File: src/rtl/alu_mc.sv
// Multi-cycle ALU: single-cycle ADD/SUB/logic/SLT/shifts plus iterative unsigned MULU/DIVU.
// A start/done handshake is used for every operation; busy is high while iterating.
module alu_mc #(
  parameter int unsigned WIDTH = 32,
  parameter int unsigned SHW   = $clog2(WIDTH)
) (
  input  logic             clk,
  input  logic             rst_n,
  input  logic             start,
  input  logic [3:0]       aluoperation,
  input  logic [WIDTH-1:0] data1,
  input  logic [WIDTH-1:0] data2,
  output logic [WIDTH-1:0] result,
  output logic [WIDTH-1:0] hi,
  output logic             zero,
  output logic             lt,
  output logic             gt,
  output logic             busy,
  output logic             done
);

  typedef enum logic [1:0] {StIdle, StIter, StDone} state_e;

  localparam logic [3:0] OpMulu = 4'b1000;
  localparam logic [3:0] OpDivu = 4'b1001;

  state_e           state_q, state_d;
  logic [WIDTH-1:0] result_q, result_d, hi_q, hi_d;
  logic             zero_q, zero_d, lt_q, lt_d, gt_q, gt_d;
  logic [WIDTH-1:0] acc_hi_q, acc_hi_d, acc_lo_q, acc_lo_d, opnd_q, opnd_d;
  logic             is_div_q, is_div_d, cmp_lt_q, cmp_lt_d, cmp_gt_q, cmp_gt_d;
  logic [SHW-1:0]   cnt_q, cnt_d;

  logic [WIDTH-1:0] alu_res;
  logic [WIDTH:0]   mul_sum, div_shift, div_diff;
  logic             div_ge;
  logic [WIDTH-1:0] step_hi, step_lo;

  always_comb begin
    case (aluoperation)
      4'b0001: alu_res = data1 - data2;
      4'b0010: alu_res = data1 & data2;
      4'b0011: alu_res = data1 | data2;
      4'b0100: alu_res = data1 ^ data2;
      4'b0101: alu_res = {{(WIDTH-1){1'b0}}, $signed(data1) < $signed(data2)};
      4'b0110: alu_res = data1 << data2[SHW-1:0];
      4'b0111: alu_res = data1 >> data2[SHW-1:0];
      default: alu_res = data1 + data2;
    endcase
  end

  // One iteration step. For both ops {acc_hi, acc_lo} ends as {hi, result}.
  always_comb begin
    mul_sum   = {1'b0, acc_hi_q} + (acc_lo_q[0] ? {1'b0, opnd_q} : '0);
    div_shift = {acc_hi_q, acc_lo_q[WIDTH-1]};
    div_ge    = div_shift >= {1'b0, opnd_q};
    div_diff  = div_shift - {1'b0, opnd_q};
    if (is_div_q) begin
      step_hi = div_ge ? div_diff[WIDTH-1:0] : div_shift[WIDTH-1:0];
      step_lo = {acc_lo_q[WIDTH-2:0], div_ge};
    end else begin
      {step_hi, step_lo} = {mul_sum, acc_lo_q[WIDTH-1:1]};
    end
  end

  always_comb begin
    state_d  = state_q;
    result_d = result_q;
    hi_d     = hi_q;
    zero_d   = zero_q;
    lt_d     = lt_q;
    gt_d     = gt_q;
    acc_hi_d = acc_hi_q;
    acc_lo_d = acc_lo_q;
    opnd_d   = opnd_q;
    is_div_d = is_div_q;
    cmp_lt_d = cmp_lt_q;
    cmp_gt_d = cmp_gt_q;
    cnt_d    = cnt_q;
    case (state_q)
      StIter: begin
        acc_hi_d = step_hi;
        acc_lo_d = step_lo;
        cnt_d    = cnt_q + 1'b1;
        if (cnt_q == SHW'(WIDTH - 1)) begin
          result_d = step_lo;
          hi_d     = step_hi;
          zero_d   = (step_lo == '0);
          lt_d     = cmp_lt_q;
          gt_d     = cmp_gt_q;
          state_d  = StDone;
        end
      end
      default: begin
        if (start) begin
          if (aluoperation == OpMulu || aluoperation == OpDivu) begin
            is_div_d = (aluoperation == OpDivu);
            acc_hi_d = '0;
            acc_lo_d = (aluoperation == OpDivu) ? data1 : data2;
            opnd_d   = (aluoperation == OpDivu) ? data2 : data1;
            cmp_lt_d = data1 < data2;
            cmp_gt_d = data1 > data2;
            cnt_d    = '0;
            state_d  = StIter;
          end else begin
            result_d = alu_res;
            hi_d     = '0;
            zero_d   = (alu_res == '0);
            lt_d     = data1 < data2;
            gt_d     = data1 > data2;
            state_d  = StDone;
          end
        end else begin
          state_d = StIdle;
        end
      end
    endcase
  end

  always_ff @(posedge clk) begin
    if (!rst_n) begin
      state_q  <= StIdle;
      result_q <= '0;
      hi_q     <= '0;
      zero_q   <= 1'b0;
      lt_q     <= 1'b0;
      gt_q     <= 1'b0;
      acc_hi_q <= '0;
      acc_lo_q <= '0;
      opnd_q   <= '0;
      is_div_q <= 1'b0;
      cmp_lt_q <= 1'b0;
      cmp_gt_q <= 1'b0;
      cnt_q    <= '0;
    end else begin
      state_q  <= state_d;
      result_q <= result_d;
      hi_q     <= hi_d;
      zero_q   <= zero_d;
      lt_q     <= lt_d;
      gt_q     <= gt_d;
      acc_hi_q <= acc_hi_d;
      acc_lo_q <= acc_lo_d;
      opnd_q   <= opnd_d;
      is_div_q <= is_div_d;
      cmp_lt_q <= cmp_lt_d;
      cmp_gt_q <= cmp_gt_d;
      cnt_q    <= cnt_d;
    end
  end

  assign result = result_q;
  assign hi     = hi_q;
  assign zero   = zero_q;
  assign lt     = lt_q;
  assign gt     = gt_q;
  assign busy   = (state_q == StIter);
  assign done   = (state_q == StDone);

endmodule

File: config.mk
export PLATFORM = sky130hd
export DESIGN_NAME = alu_mc
export DESIGN_NICKNAME = d
export VERILOG_FILES = /design/src/rtl/alu_mc.sv
export SDC_FILE = /design/constraint.sdc
export NUM_CORES = 1
export LEC_CHECK = 0
export BUFFER_PORTS_ARGS = -buffer_cell sky130_fd_sc_hd__buf_2
export CAP_MARGIN = 20
export CORE_MARGIN = 1
export CORE_UTILIZATION = 41
export CTS_BUF_LIST = sky130_fd_sc_hd__clkbuf_16
export CTS_CLUSTER_SIZE = 12
export DETAILED_ROUTE_END_ITERATION = 8
export SYNTH_ARGS = -nofsm -noshare
export SYNTH_HDL_FRONTEND = slang
export SYNTH_SLANG_ARGS = --single-unit
File: constraint.sdc
create_clock -name clk -period 3.9 [get_ports clk]
set_input_delay 0.585 -clock clk [delete_from_list [all_inputs] [get_ports clk]]
set_output_delay 0.585 -clock clk [all_outputs]
set_load 0.005 [all_outputs]
=== After elaboration in Yosys (flattened, before gate mapping) ===
Index checks and enable logic that the tools add are counted.
W data, S select, Z words.

* Register bits: 173
* Output and inout bits: 69
* Bits of input ports: 71
* Logic and storage cells: 90

* Bitwise gates (word level): 4
* Mux-type cells: 40
* Equality and inequality tests: 14
* Order comparisons: 4
* Reductions and logical operators: 8
* Shift operators: 2
* Add/sub/neg operators: 5

{| class="wikitable"
|+ Operators by type and width
! kind !! number
|-
| $mux W32 || 20
|-
| $pmux W32 S7 || 1
|-
| $logic_not A32 Y1 || 2
|-
| $lt A32 B32 Y1 || 2
|-
| $sub A32 B32 Y32 || 2
|-
| $add A32 B32 Y33 || 1
|-
| $ge A33 B32 Y1 || 1
|-
| $add A32 B32 Y32 || 1
|-
| $and A32 B32 Y32 || 1
|-
| $gt A32 B32 Y1 || 1
|-
| $or A32 B32 Y32 || 1
|-
| $shl A32 B5 Y32 || 1
|-
| $shr A32 B5 Y32 || 1
|-
| $xor A32 B32 Y32 || 1
|-
| $eq A4 B3 Y1 const B || 4
|-
| $mux W5 || 3
|-
| $mux W1 || 12
|-
| $eq A4 B2 Y1 const B || 2
|-
| $eq A4 B4 Y1 const B || 2
|-
| $mux W2 || 4
|-
| $reduce_and A3 Y1 || 2
|-
| $add A5 B1 Y5 const B || 1
|-
| $eq A5 B5 Y1 const B || 1
|-
| $eq A4 B1 Y1 const B || 1
|-
| other kinds (8) || 9
|}

=== Logic depth before layout (Yosys ltp) ===
* Depth in word-level cells: 6
* Gate-level depth with buffers: 19

=== Worst setup path before layout ===
No wires, ideal clock.

* Path type: input-to-reg
* Start: input port data2[2]
* End: register result_q[30], in the netlist result[30]
* Path buffers: 6
* Slack: -307 ps
* Stages on the path: 19
* Arrival time: 4090 ps
* Cell sequence: buf_4 buf_2 inv_1 buf_2 buf_2 buf_1 ha_1 buf_2 nor2b_1 o311ai_1 a211oi_2 or4_1 nand3_1 nand2_1 a311oi_1 mux2i_1 nand3_1 nand2_1 a32o_1

* Longest elaborated chain between the ends: 5
* Elaborated cells between the ends (all ways): 8
* Those cells by class: 2 x add/sub; 2 x shift; 4 x mux

{| class="wikitable"
|+ RTL lines
! item !! RTL line !! source
|-
| from (decl) || 12 || <nowiki>input logic [WIDTH-1:0] data2,</nowiki>
|-
| $add A32 B32 Y32 (tied with other cells) || 48 || <nowiki>default: alu_res = data1 + data2;</nowiki>
|-
| $pmux W32 S7 (*) || 40 || <nowiki>case (aluoperation)</nowiki>
|-
| $mux W32 (*) || 96 || <nowiki>if (aluoperation == OpMulu || aluoperation == OpDivu) begin</nowiki>
|-
| $mux W32 (*) || 95 || <nowiki>if (start) begin</nowiki>
|-
| $mux W32 (*) || 80 || <nowiki>case (state_q)</nowiki>
|-
| to (signal assigned) || 137 || <nowiki>result_q <= result_d;</nowiki>
|-
| to (decl) || 28 || <nowiki>logic [WIDTH-1:0] result_q, result_d, hi_q, hi_d;</nowiki>
|}

Every way passes the cells marked *; elsewhere a longest branch is shown, timed or not. The select of a mux whose other input is x is not followed.
A chain may end at the register's enable or synchronous reset.

=== Worst setup path in the final report ===
* Start: input port data1[0]
* End: register result_q[30], in the netlist result[30]

* Longest elaborated chain between the ends: 5
* Elaborated cells between the ends (all ways): 8
* Those cells by class: 2 x add/sub; 2 x shift; 4 x mux

{| class="wikitable"
|+ RTL lines
! item !! RTL line !! source
|-
| from (decl) || 11 || <nowiki>input logic [WIDTH-1:0] data1,</nowiki>
|-
| $add A32 B32 Y32 (tied with other cells) || 48 ||
|-
| $pmux W32 S7 (*) || 40 ||
|-
| $mux W32 (*) || 96 ||
|-
| $mux W32 (*) || 95 ||
|-
| $mux W32 (*) || 80 ||
|}

Marked as above.

==> results.md <==
- The run finished with clean final reports.
- Across the routed clock network, the largest skew measured is 0.0208 ns.
- The worst setup path startpoint is data1[0].
- The final route contains 25108 vias.
- Once detail routing completed, the nets flagged for antenna violations numbered 0.
- Power spread over the standard cell area amounts to 257 nW/um2.
- The die area is 52700 um2.
- The cell count of the worst reg-to-reg path is 14.
- The average cell area after synthesis is 7.53 um2.
- The register bit total from synthesis is 173.
- STA classifies the critical path startpoint as a primary input.
- The top cell family by delay on the critical path is compound AO/OA/AOI/OAI gates.
- The post-synth net total is 3057.
- The number of cells traversed by the worst hold path is 2.
- The final-report max-slew violation count is 0.
- The routed via count divided by cell count is 6.24.
- The final hold slack is 0.450 ns.
- The initial utilization of the core area, before any placement, comes to 41.5%.
- 140 I/O pins were placed.
- The count of cell types in the netlist is 90.
- The number of buffers created by CTS is 17.
- The placement row count is 83.
- In this run the critical register-to-register path is launched from acc_hi_q[0]$_SDFFE_PN0P_.
- Yosys printed 0 warnings.
- The worst path in the final design needs a cycle of 3.81 ns, including I/O delays and setup.
- Derived from the worst setup path, the maximum achievable clock frequency is 263 MHz.
- The clock insertion delay at the later pin of the skew report is 0.47 ns.
- The floorplan step set the die width to 230 um.
- The fraction of layout instances using a drive strength above 1 is 26.8%.
- In this run the deepest clock path goes through 2 buffers.
- The core region is 51200 um2.
- The tool flagged a number of max-cap violations equal to 0.
- The count of flip-flops with a built-in enable after synthesis is 0.
- The total grt overflow is 0.
- The die is 230 um tall.
- After clock tree synthesis, the clock-pin slew on the worst setup and hold paths is 0.09 ns.
- The number of cells produced by synthesis is 2819.
- The largest individual stage delay along the critical path comes from the cell sky130_fd_sc_hd__fa_1.
- The actual slew at the worst max-slew pin is 0.927 ns.
- The register area is 3470 um2.
- The via count of the first global-routing pass is 24559.
- The initial antenna violation count is 1.
- The critical setup path kind is primary input to flip-flop.
- Entering global routing, the biggest net connects 79 pins.
- The final-report hold violation count is 0.
- The placed wire-length estimate after detailed placement is 88800 um.
- The leakage component of the power is 12.1 nW.
- In this run the power spent charging and discharging nets is 2.84 mW.
- The global-route total usage across every layer is 40.3%.
- The wire length of the first global-routing pass is 159000 um.
- The critical path contains buffers and inverters numbering 2 combined.
- In the final layout, the multi-input gates occupy 16400 um2.
- After layout, the design draws a total of 6.98 mW.
- The total routed wirelength is 108000 um.
- The share of synthesized flip-flops with an asynchronous set or reset is 0%.
- For this run, design rule violations remaining after detail routing come to 0.
- The critical path required time is 4.27 ns.
- Across the VDD grid, the largest voltage drop is 0.354 mV.
- Hold repair after CTS inserted 0 buffers.
- The count of buffers added on input and output ports is 139.
- The cell area after synthesis is 21200 um2.
- The antenna cell count is 0.
- The most used flip-flop cell after synthesis is sky130_fd_sc_hd__dfxtp_1.
- The first routing iteration left 2415 violations.
- Per report_power, the combinational group accounts for 48.0% of the total.
- In this run the worst path has a maximum fanout of 6.
- Of the total power, registers draw 26.9%.
- The H-tree depth reported by CTS is 4.
- The relative slew slack is 37.8%.
- For hold timing, the worst endpoint is hi[31]$_SDFFE_PN0P_.
- The endpoint of the most critical register-to-register path is acc_hi_q[1]$_SDFFE_PN0P_.
- The internal power of the cells is 4.15 mW.
- Setup repair after global routing could not meet its margin everywhere.
- The worst reg-to-reg setup slack is 0.12 ns.
- The TritonCTS clock tree is done.
- The signed area change from the synthesized netlist to the final layout is 28.0%.
- The sequential element share of the synthesized area is 16.3%.
- STA classifies the critical path endpoint as a flip-flop.
- The total setup violations reported at the end of the flow is 0.
- The critical path goes through buf_2, buf_4, ha_1, fa_1, a211oi_1, o21ai_0, nand4_1, nand4_1, a311oi_2, o21ba_2, o21ai_0, o32a_1, nand3_1, nand2_1, a32o_1.
- The final RePlAce weighted congestion is 1.07.
- The first detailed-routing pass ran for 5 iterations.
- The worst hold path class is flip-flop to flip-flop.
- The switching part of the total power is 40.6%.
- The tree is rooted in a sky130_fd_sc_hd__clkbuf_16.
- The final-layout fill cell count is 4979.
- In this run the most critical hold path is launched from hi[31]$_SDFFE_PN0P_.
- After layout, the worst path uses 97.6% of the clock period.
- The clock sink total is 173.
- Data on the critical path arrives at its endpoint at 4.18 ns.
- On the worst path, the slowest cell contributes a delay of 0.41 ns.
- In the final routed layout, each cell accounts on average for 26.9 um.
- The clock power share is 25.2%.
- The final-stage net count is 3566.
[worst min-delay path: cells and delay by family, from the launching register on]
| kind | cells | cell delay (ns) |
|---|---|---|
| compound gates | 1 | 0.05 |
| simple gates | 1 | 0.04 |
| flops | 1 | 0.32 |
[registers in the layout, indices dropped and copies added (netlist names), 2 cells and up]
signal    count
opnd_q       32
result       32
acc_hi_q     32
state_q       2
hi           32
cnt_q         5
acc_lo_q     32
[per-layer routing]
| metal | up-vias | part of all wire [%] | GRT usage, % |
|---|---|---|---|
| li1 | 11510 | - | - |
| met1 | 12118 | 41 | 51.3 |
| met2 | 1214 | 46 | 66.3 |
| met3 | 266 | 6.8 | 4.02 |
| met4 | 0 | 6.6 | 23.3 |
| met5 | - | 0 | 0 |
[area by class of cell]
| class | instances | share of cell area [%] |
|---|---|---|
| clock inverter | 15 | 0.631 |
| sequential | 173 | 12.8 |
| clock buffer | 17 | 1.57 |
| timing repair buffer | 710 | 19.1 |
| tap | 680 | 3.13 |
| inverter | 160 | 2.21 |
| multi-input combinational | 2266 | 60.6 |
[cells in the final DEF (no fill, tap or decap), types with 18 or more instances in the layout]
master	netlist	routed
sky130_fd_sc_hd__buf_4	5	553
sky130_fd_sc_hd__nor2_1	302	298
sky130_fd_sc_hd__nand2_1	244	243
sky130_fd_sc_hd__a21oi_1	216	210
sky130_fd_sc_hd__dfxtp_1	173	172
sky130_fd_sc_hd__ha_1	163	163
sky130_fd_sc_hd__inv_1	157	156
sky130_fd_sc_hd__o21ai_0	156	154
sky130_fd_sc_hd__buf_2	25	138
sky130_fd_sc_hd__mux2i_1	117	116
sky130_fd_sc_hd__a211oi_1	115	112
sky130_fd_sc_hd__nor3_1	59	57
sky130_fd_sc_hd__mux4_2	56	56
sky130_fd_sc_hd__nand3_1	54	54
sky130_fd_sc_hd__a22o_1	53	53
sky130_fd_sc_hd__and2_1	46	46
sky130_fd_sc_hd__xnor2_1	46	46
sky130_fd_sc_hd__a21o_1	42	42
sky130_fd_sc_hd__o211ai_1	41	41
sky130_fd_sc_hd__nor2b_1	36	36
sky130_fd_sc_hd__a22oi_1	24	24
sky130_fd_sc_hd__nand2b_1	23	22
sky130_fd_sc_hd__o21bai_1	22	22
sky130_fd_sc_hd__a221oi_1	22	22
sky130_fd_sc_hd__and3_1	21	21
sky130_fd_sc_hd__nand4_1	21	21
sky130_fd_sc_hd__mux2_2	21	21
sky130_fd_sc_hd__a31oi_1	21	20
sky130_fd_sc_hd__nor4_1	20	19
sky130_fd_sc_hd__a211o_1	18	18
sky130_fd_sc_hd__o21a_1	18	18
sky130_fd_sc_hd__o22ai_1	21	18
[Yosys cell counts, types with 41 or more instances]
library cell	count	area, um2
sky130_fd_sc_hd__nor2_1	302	1130
sky130_fd_sc_hd__and2_1	46	288
sky130_fd_sc_hd__ha_1	163	2040
sky130_fd_sc_hd__inv_1	157	589
sky130_fd_sc_hd__xnor2_1	46	403
sky130_fd_sc_hd__clkbuf_1	159	597
sky130_fd_sc_hd__nand3_1	54	270
sky130_fd_sc_hd__mux2i_1	117	1170
sky130_fd_sc_hd__a21o_1	42	315
sky130_fd_sc_hd__o211ai_1	41	308
sky130_fd_sc_hd__nor3_1	59	295
sky130_fd_sc_hd__a21oi_1	216	1080
sky130_fd_sc_hd__nand2_1	244	916
sky130_fd_sc_hd__mux4_2	56	1260
sky130_fd_sc_hd__o21ai_0	156	781
sky130_fd_sc_hd__a22o_1	53	464
sky130_fd_sc_hd__dfxtp_1	173	3460
sky130_fd_sc_hd__a211oi_1	115	863
[power groups by stage]
stage          clock (mW)  combinational [mW]  sequential, mW
3_5_place_dp            0                3.21            1.92
4_1_cts              1.76                3.23            1.88
3_3_place_gp            0                3.20            1.91
6_report             1.76                3.35            1.88
2_1_floorplan           0                1.66            1.90
5_1_grt              1.83                3.52            1.88
[worst max path at each step]
stage / cells after the start / slack (ns) / endpoint
after CTS: 16 / 0.001 / acc_hi_q[30]$_SDFFE_PN0P_
after global placement: 15 / -0.40 / zero$_SDFFE_PN0P_
after floorplan: 16 / 0.004 / result[30]$_SDFFE_PN0P_
final: 15 / 0.09 / result[30]$_SDFFE_PN0P_
after global routing: 15 / -0.03 / zero$_SDFFE_PN0P_
after detailed placement: 17 / -0.44 / zero$_SDFFE_PN0P_
[repair_timing]
| action | in CTS | in global routing |
|---|---|---|
| endpoints found under the setup margin | 4 | 68 |
| setup buffers | 0 | 1 |
| pin swaps | 0 | 2 |
| resized for setup | 4 | 31 |
[cells by family (layout without fill, tap and decap cells)]
logic type	count (synthesis)	in the layout	synth area share, %
AOI/OAI and AO/OA	941	941	30.3
and+or+nand+nor	889	889	19.5
adders and majority gates	167	167	9.99
muxes	207	207	14.0
buffers and inverters	380	902	7.25
DFF	173	173	16.3
xor gates and xnor gates	62	62	2.56
[stage by stage]
step                cells  instance area [um2]  setup slack [ns]  utilization [%]  setup TNS (ns)
floorplan            2819                21300           0.00374                -               0
global placement     3988                26400            -0.398             51.6           -2.99
detailed placement   3988                26400            -0.436             51.6           -3.70
CTS                  4020                27000           0.00126             52.8               0
global route         4021                27200           -0.0308             53.1         -0.0324
finish               4021                27200            0.0918             53.1               0
No activity file was read; power rests on OpenSTA's default activity.
